### src/rtl/avalon_mm_pkg.sv
// Shared types and defaults for the Avalon-MM burst master.
package avalon_mm_pkg;

  localparam int DEF_DATA_W  = 32;
  localparam int DEF_ADDR_W  = 32;
  localparam int DEF_BURST_W = 4;
  localparam int DEF_TIMEOUT = 255;

  typedef enum logic [1:0] {
    IDLE    = 2'd0,
    RD_CMD  = 2'd1,
    RD_DATA = 2'd2,
    WR_BEAT = 2'd3
  } state_e;

  // Largest burst a BURSTCOUNT field of burst_w bits may carry.
  function automatic int max_burst(input int burst_w);
    return 1 << (burst_w - 1);
  endfunction

endpackage

### src/rtl/avalon_timeout_cnt.sv
// Saturating up-counter that flags LIMIT consecutive enabled cycles without a clear.
// LIMIT = 0 disables the expiry output entirely.
module avalon_timeout_cnt #(
  parameter int LIMIT = 255
) (
  input  logic clk,
  input  logic rst_n,
  input  logic clr,
  input  logic en,
  output logic expired
);

  localparam int CW = (LIMIT < 2) ? 1 : $clog2(LIMIT);
  localparam logic [CW-1:0] LAST = CW'((LIMIT == 0) ? 0 : LIMIT - 1);

  logic [CW-1:0] cnt_q, cnt_d;
  logic          at_last;

  assign at_last = (cnt_q == LAST);
  assign expired = (LIMIT != 0) && en && at_last;

  // Count idle cycles, holding at the last value so the counter never wraps.
  always_comb begin
    cnt_d = cnt_q;
    if (clr) begin
      cnt_d = '0;
    end else if (en && !at_last) begin
      cnt_d = cnt_q + CW'(1);
    end
  end

  // Counter state register.
  always_ff @(posedge clk or negedge rst_n) begin
    if (!rst_n) begin
      cnt_q <= '0;
    end else begin
      cnt_q <= cnt_d;
    end
  end

endmodule

### src/rtl/avalon_mm_burst_master.sv
// Avalon-MM burst master: pipelined burst reads, burst writes, byte enables,
// LOCK and a no-progress timeout that aborts the burst with a sticky bus_error.
module avalon_mm_burst_master
  import avalon_mm_pkg::*;
#(
  parameter int DATA_W  = DEF_DATA_W,
  parameter int ADDR_W  = DEF_ADDR_W,
  parameter int BURST_W = DEF_BURST_W,
  parameter int TIMEOUT = DEF_TIMEOUT
) (
  input  logic                CLK,
  input  logic                RST_N,
  // core side
  input  logic                start,
  input  logic                rnw,
  input  logic                lock_in,
  input  logic [ADDR_W-1:0]   address_to_access,
  input  logic [DATA_W/8-1:0] byteenable_in,
  input  logic [BURST_W-1:0]  burst_len,
  input  logic [DATA_W-1:0]   data_to_write,
  output logic                wdata_ack,
  output logic [DATA_W-1:0]   data_read,
  output logic                rdata_valid,
  output logic                done,
  output logic                busy,
  output logic                bus_error,
  // Avalon-MM side
  output logic [ADDR_W-1:0]   ADDRESS,
  output logic [DATA_W/8-1:0] BYTEENABLE,
  output logic [BURST_W-1:0]  BURSTCOUNT,
  output logic [DATA_W-1:0]   WRITEDATA,
  output logic                READ,
  output logic                WRITE,
  output logic                BEGINTRANSFER,
  output logic                LOCK,
  input  logic [DATA_W-1:0]   READDATA,
  input  logic                READDATAVALID,
  input  logic                WAITREQUEST
);

  localparam logic [BURST_W-1:0] MAX_LEN = BURST_W'(max_burst(BURST_W));

  state_e                state_q, state_d;
  logic [ADDR_W-1:0]     addr_q, addr_d;
  logic [DATA_W/8-1:0]   be_q, be_d;
  logic [BURST_W-1:0]    len_q, len_d;
  logic [BURST_W-1:0]    beat_q, beat_d;
  logic                  lock_q, lock_d;
  logic                  begin_q, begin_d;
  logic [DATA_W-1:0]     data_read_q, data_read_d;
  logic                  rdata_valid_q, rdata_valid_d;
  logic                  done_q, done_d;
  logic                  bus_error_q, bus_error_d;

  logic                  in_read, cmd_phase, rd_beat, progress;
  logic [BURST_W-1:0]    beat_inc;
  logic                  last_beat;
  logic                  tmo_clr, tmo_en, tmo_expired, abort;

  assign in_read   = (state_q == RD_CMD) || (state_q == RD_DATA);
  assign cmd_phase = (state_q == RD_CMD) || (state_q == WR_BEAT);
  // A pipelined slave may return data while the command is still in RD_CMD.
  assign rd_beat   = in_read && READDATAVALID;
  assign progress  = (cmd_phase && !WAITREQUEST) || rd_beat;
  assign beat_inc  = beat_q + BURST_W'(1);
  assign last_beat = (beat_inc == len_q);

  // The counter is held clear in IDLE, so every burst starts from zero.
  assign tmo_clr = (state_q == IDLE) || progress;
  assign tmo_en  = (state_q != IDLE);
  assign abort   = tmo_expired && !progress;

  avalon_timeout_cnt #(
    .LIMIT (TIMEOUT)
  ) u_timeout (
    .clk     (CLK),
    .rst_n   (RST_N),
    .clr     (tmo_clr),
    .en      (tmo_en),
    .expired (tmo_expired)
  );

  // Next-state, beat counting and registered-output logic for the burst FSM.
  always_comb begin
    state_d       = state_q;
    addr_d        = addr_q;
    be_d          = be_q;
    len_d         = len_q;
    beat_d        = beat_q;
    lock_d        = lock_q;
    begin_d       = 1'b0;
    data_read_d   = data_read_q;
    rdata_valid_d = 1'b0;
    done_d        = 1'b0;
    bus_error_d   = bus_error_q;

    case (state_q)
      IDLE: begin
        if (start) begin
          bus_error_d = 1'b0;
          if (burst_len == '0) begin
            done_d = 1'b1;
          end else begin
            addr_d  = address_to_access;
            be_d    = byteenable_in;
            // Oversized requests are clamped to the largest legal burst.
            len_d   = (burst_len > MAX_LEN) ? MAX_LEN : burst_len;
            lock_d  = lock_in;
            beat_d  = '0;
            begin_d = 1'b1;
            state_d = rnw ? RD_CMD : WR_BEAT;
          end
        end
      end

      RD_CMD, RD_DATA: begin
        if (rd_beat) begin
          data_read_d   = READDATA;
          rdata_valid_d = 1'b1;
          beat_d        = beat_inc;
        end
        if (rd_beat && last_beat) begin
          done_d  = 1'b1;
          state_d = IDLE;
        end else if (abort) begin
          done_d      = 1'b1;
          bus_error_d = 1'b1;
          state_d     = IDLE;
        end else if ((state_q == RD_CMD) && !WAITREQUEST) begin
          state_d = RD_DATA;
        end
      end

      WR_BEAT: begin
        if (!WAITREQUEST) begin
          beat_d = beat_inc;
          if (last_beat) begin
            done_d  = 1'b1;
            state_d = IDLE;
          end else begin
            begin_d = 1'b1;
          end
        end else if (abort) begin
          done_d      = 1'b1;
          bus_error_d = 1'b1;
          state_d     = IDLE;
        end
      end

      default: state_d = IDLE;
    endcase
  end

  // State, latched command and registered core-side outputs.
  always_ff @(posedge CLK or negedge RST_N) begin
    if (!RST_N) begin
      state_q       <= IDLE;
      addr_q        <= '0;
      be_q          <= '0;
      len_q         <= '0;
      beat_q        <= '0;
      lock_q        <= 1'b0;
      begin_q       <= 1'b0;
      data_read_q   <= '0;
      rdata_valid_q <= 1'b0;
      done_q        <= 1'b0;
      bus_error_q   <= 1'b0;
    end else begin
      state_q       <= state_d;
      addr_q        <= addr_d;
      be_q          <= be_d;
      len_q         <= len_d;
      beat_q        <= beat_d;
      lock_q        <= lock_d;
      begin_q       <= begin_d;
      data_read_q   <= data_read_d;
      rdata_valid_q <= rdata_valid_d;
      done_q        <= done_d;
      bus_error_q   <= bus_error_d;
    end
  end

  assign READ          = (state_q == RD_CMD);
  assign WRITE         = (state_q == WR_BEAT);
  assign BEGINTRANSFER = begin_q && cmd_phase;
  assign LOCK          = lock_q && (state_q != IDLE);
  assign ADDRESS       = addr_q;
  assign BYTEENABLE    = be_q;
  assign BURSTCOUNT    = len_q;
  assign WRITEDATA     = WRITE ? data_to_write : '0;

  assign wdata_ack     = WRITE && !WAITREQUEST;
  assign data_read     = data_read_q;
  assign rdata_valid   = rdata_valid_q;
  assign done          = done_q;
  assign busy          = (state_q != IDLE);
  assign bus_error     = bus_error_q;

endmodule

### config.mk
export PLATFORM = sky130hd
export DESIGN_NAME = avalon_mm_burst_master
export DESIGN_NICKNAME = d
export VERILOG_FILES = /design/src/rtl/avalon_mm_pkg.sv /design/src/rtl/avalon_timeout_cnt.sv /design/src/rtl/avalon_mm_burst_master.sv
export SDC_FILE = /design/constraint.sdc
export NUM_CORES = 1
export LEC_CHECK = 0
export CORE_MARGIN = 1.5
export CORE_UTILIZATION = 50
export DETAILED_ROUTE_END_ITERATION = 7
export DONT_BUFFER_PORTS = 1
export PLACE_DENSITY = 0.66
export SLEW_MARGIN = 20
export SYNTH_ARGS = -nofsm -noshare
export SYNTH_HDL_FRONTEND = slang
export SYNTH_SLANG_ARGS = --single-unit
### constraint.sdc
create_clock -name CLK -period 2.68 [get_ports CLK]
set_clock_uncertainty 0.15 [all_clocks]
set_input_delay 0 -clock CLK [delete_from_list [all_inputs] [get_ports CLK]]
set_output_delay 0 -clock CLK [all_outputs]
set_load 0.02 [all_outputs]
==> flow_summary.toml <==
[run_status]
status = "finished clean"

[sta]
fin_crit_ns = 2.524
finalSetupViolCount = 0
worst_pin_slew_ns = 0.4552
hold_viol_final = 0
finalSetupTns_ns = 0
max_freq_mhz = 396.2
timing.final.crit_share = 0.9419
slew_headroom = 0.6959
rsz0062_at_grt = "false"
slew_viol_final = 0

[yosys]
synthFlopType = "dfrtp_1"
ys_warn_count = 0
synthesis.area_um2 = 4029
synthTopCellsByCount = "dfrtp_1, mux2_2, and2_1"
ys_ff_latch = 91
yosysTopAreaCell = "dfrtp_1"
syn-num-nets = 429
syn_inst = 310
yosysTopAreaCellShare = 0.5652
async_flop_share = 1.000
synthDistinctLibCells = 38
syn_avg_cell_area_um2 = 13.00
seq_area_frac_synth = 0.5652
synth.most_common_cell = "dfrtp_1"
synth_edf_count = 0
ys_top_cells_by_area = "dfrtp_1, mux2_2, mux2_1, and2_1, ha_1"

[clock_network]
cts_made_buffers = 9
clkTransAtPathRegs_ns = 0.10
cts_num_sinks = 91
clock_path_buffers = 2
ctsRootBufferMaster = "clkbuf_8"
cts_tree = "yes"
ctsHtreeMaxLevel = 3
clk-insertion-delay-late_ns = 0.35

[floorplan]
core_area_um2 = 7767
die_w_um = 92.77
die_h_um = 92.77
num_rows = 32
die_area_um2 = 8605
ioPinCount = 224
start_util = 0.5187

[route]
first_pass_iters = 4
remaining_drc_errors = 0
via_count = 2768
via_per_inst = 5.396
drtIter0Drc = 73
wl_per_cell_um = 17.97
wl_um = 9217
drtAntennaViolNets = 0

[critical_path]
crit_arrival_ns = 2.62
crit_required_ns = 2.77
crit_type = "reg2reg"
cp-end-kind = "register"
cp_max_fo = 4
cp-start-kind = "register"

[global_routing]
antenna_found_initial = 0
grt_pass1_wl_um = 14230
grt_pass1_vias = 2848
overflow = 0
grt_max_degree = 92
track_usage = 0.2146

[cells_and_area]
nNetsFinal = 525
antenna_cells = 0
drive_gt1_frac = 0.1703
area_growth_pct = 31.37

[run]
max_cap_viol_count = 0

[pwr]
total_power_uw = 6284
switching_share = 0.4422
p_leak_uw = 0.002320
clkPwrFrac = 0.144
power_density_nw_per_um2 = 1187
seqPwrFrac = 0.508
intPower_uw = 3505
vdd_ir_drop_max_uv = 692.0
pwr-share-comb = 0.348
switching_power_uw = 2779

[placement]
dp_hpwl_um = 5960
place_congestion = 0.7852
portBuffers = 0

[hold_path]
min_path_type = "in2async"
-- per-stage QoR --
step                      utilization  worst slack (ns)  instance area, µm²  std cells  hold WS [ns]
after detailed placement       0.5350            0.1602                4155        405       -0.4427
after global placement         0.5350            0.2274                4155        405       -0.4434
after CTS                      0.6806           0.04487                5286        513       0.03584
after global routing           0.6814            0.1068                5293        513       0.05761
after floorplan                     -            0.2366                4029        310       -0.4456
final                          0.6814            0.1557                5293        513       0.02946
-- area by class of cell --
type                       count  area [µm²]
clock buffer                   9       123.9
fill                         549        2475
multi-input combinational    197        1675
sequential                    91        2278
timing repair buffer          99       988.4
inverter                       8       30.03
clock inverter                 7       68.82
tap                          102       127.6
-- layout by cell type, fill, tap and decap left out, types with 4 or more instances in the layout --
master and count:
ha_1 8, inv_1 8, a21oi_1 7, mux2_2 37
o21ai_0 4, buf_4 8, dfrtp_1 90, nand2_1 8
mux2_1 33, xor2_1 7, nand4_1 4, dlygate4sd3_1 90
nor2b_1 5, o21ai_1 4, clkbuf_8 9, and2_1 35
nor2_1 11
-- repair_timing --
action	CTS	global route
setup endpoints to repair	0	1
hold buffers	92	0
resized for setup	0	2
hold endpoints to repair	182	0
buffers inserted	0	1
-- state kept, by name, indices dropped and copies added, names as in the netlist --
register,count
begin_q,1
data_read,32
BURSTCOUNT,4
rdata_valid,1
BYTEENABLE,4
ADDRESS,32
done,1
u_timeout.cnt_q,8
lock_q,1
state_q,2
beat_q,4
bus_error,1
-- metal layers --
metal | wire length (µm) | global-route usage | up-vias
met3 | 768 | 0.07143 | 20
met4 | 202 | 0.08712 | 0
met1 | 3558 | 0.2556 | 1335
met2 | 4688 | 0.3564 | 150
met5 | 0 | 0 | -
li1 | - | - | 1263
-- power by group through the flow --
stage                     Clock, µW  Combinational [µW]  Sequential (µW)
after detailed placement          0                1890             3220
after global routing            978                2380             3270
after floorplan                   0                1590             3060
final                           902                2190             3200
after CTS                       929                2150             3210
after global placement            0                1810             3220
-- worst paths after layout --
path                                                start                        endpoint  slack [ns]  cells after the start
max                                 beat_q[0]$_DFFE_PN0P_          state_q[1]$_DFFE_PN0P_        0.16                      6
min                                                 RST_N         ADDRESS[29]$_DFFE_PN0P_        0.03                      2
max reg2reg                         beat_q[0]$_DFFE_PN0P_          state_q[1]$_DFFE_PN0P_        0.16                      6
min reg2reg                u_timeout.cnt_q[5]$_DFFE_PN0P_  u_timeout.cnt_q[5]$_DFFE_PN0P_        0.40                      2
max in group asynchronous                           RST_N           beat_q[0]$_DFFE_PN0P_        1.93                      2
min in group CLK                        data_to_write[12]                   WRITEDATA[12]        0.05                      1
-- cell families after synthesis --
group,count (synthesis),share of synthesized area
DFF,91,0.5652
and+or+nand+nor,76,0.1078
muxes,74,0.2068
AOI/OAI and AO/OA,28,0.04597
buffers and inverters,22,0.02205
xor gates and xnor gates,11,0.02733
adders and majority gates,8,0.02485
-- worst max-delay path, stage by stage (launching register included) --
cell and delay, ns:
dfrtp_2 0.42, ha_1 0.22, xnor3_1 0.38, nand3_2 0.12, or3b_1 0.40, a221o_2 0.41, mux2_4 0.30
Note: power is estimated with default switching activity, not from simulation.
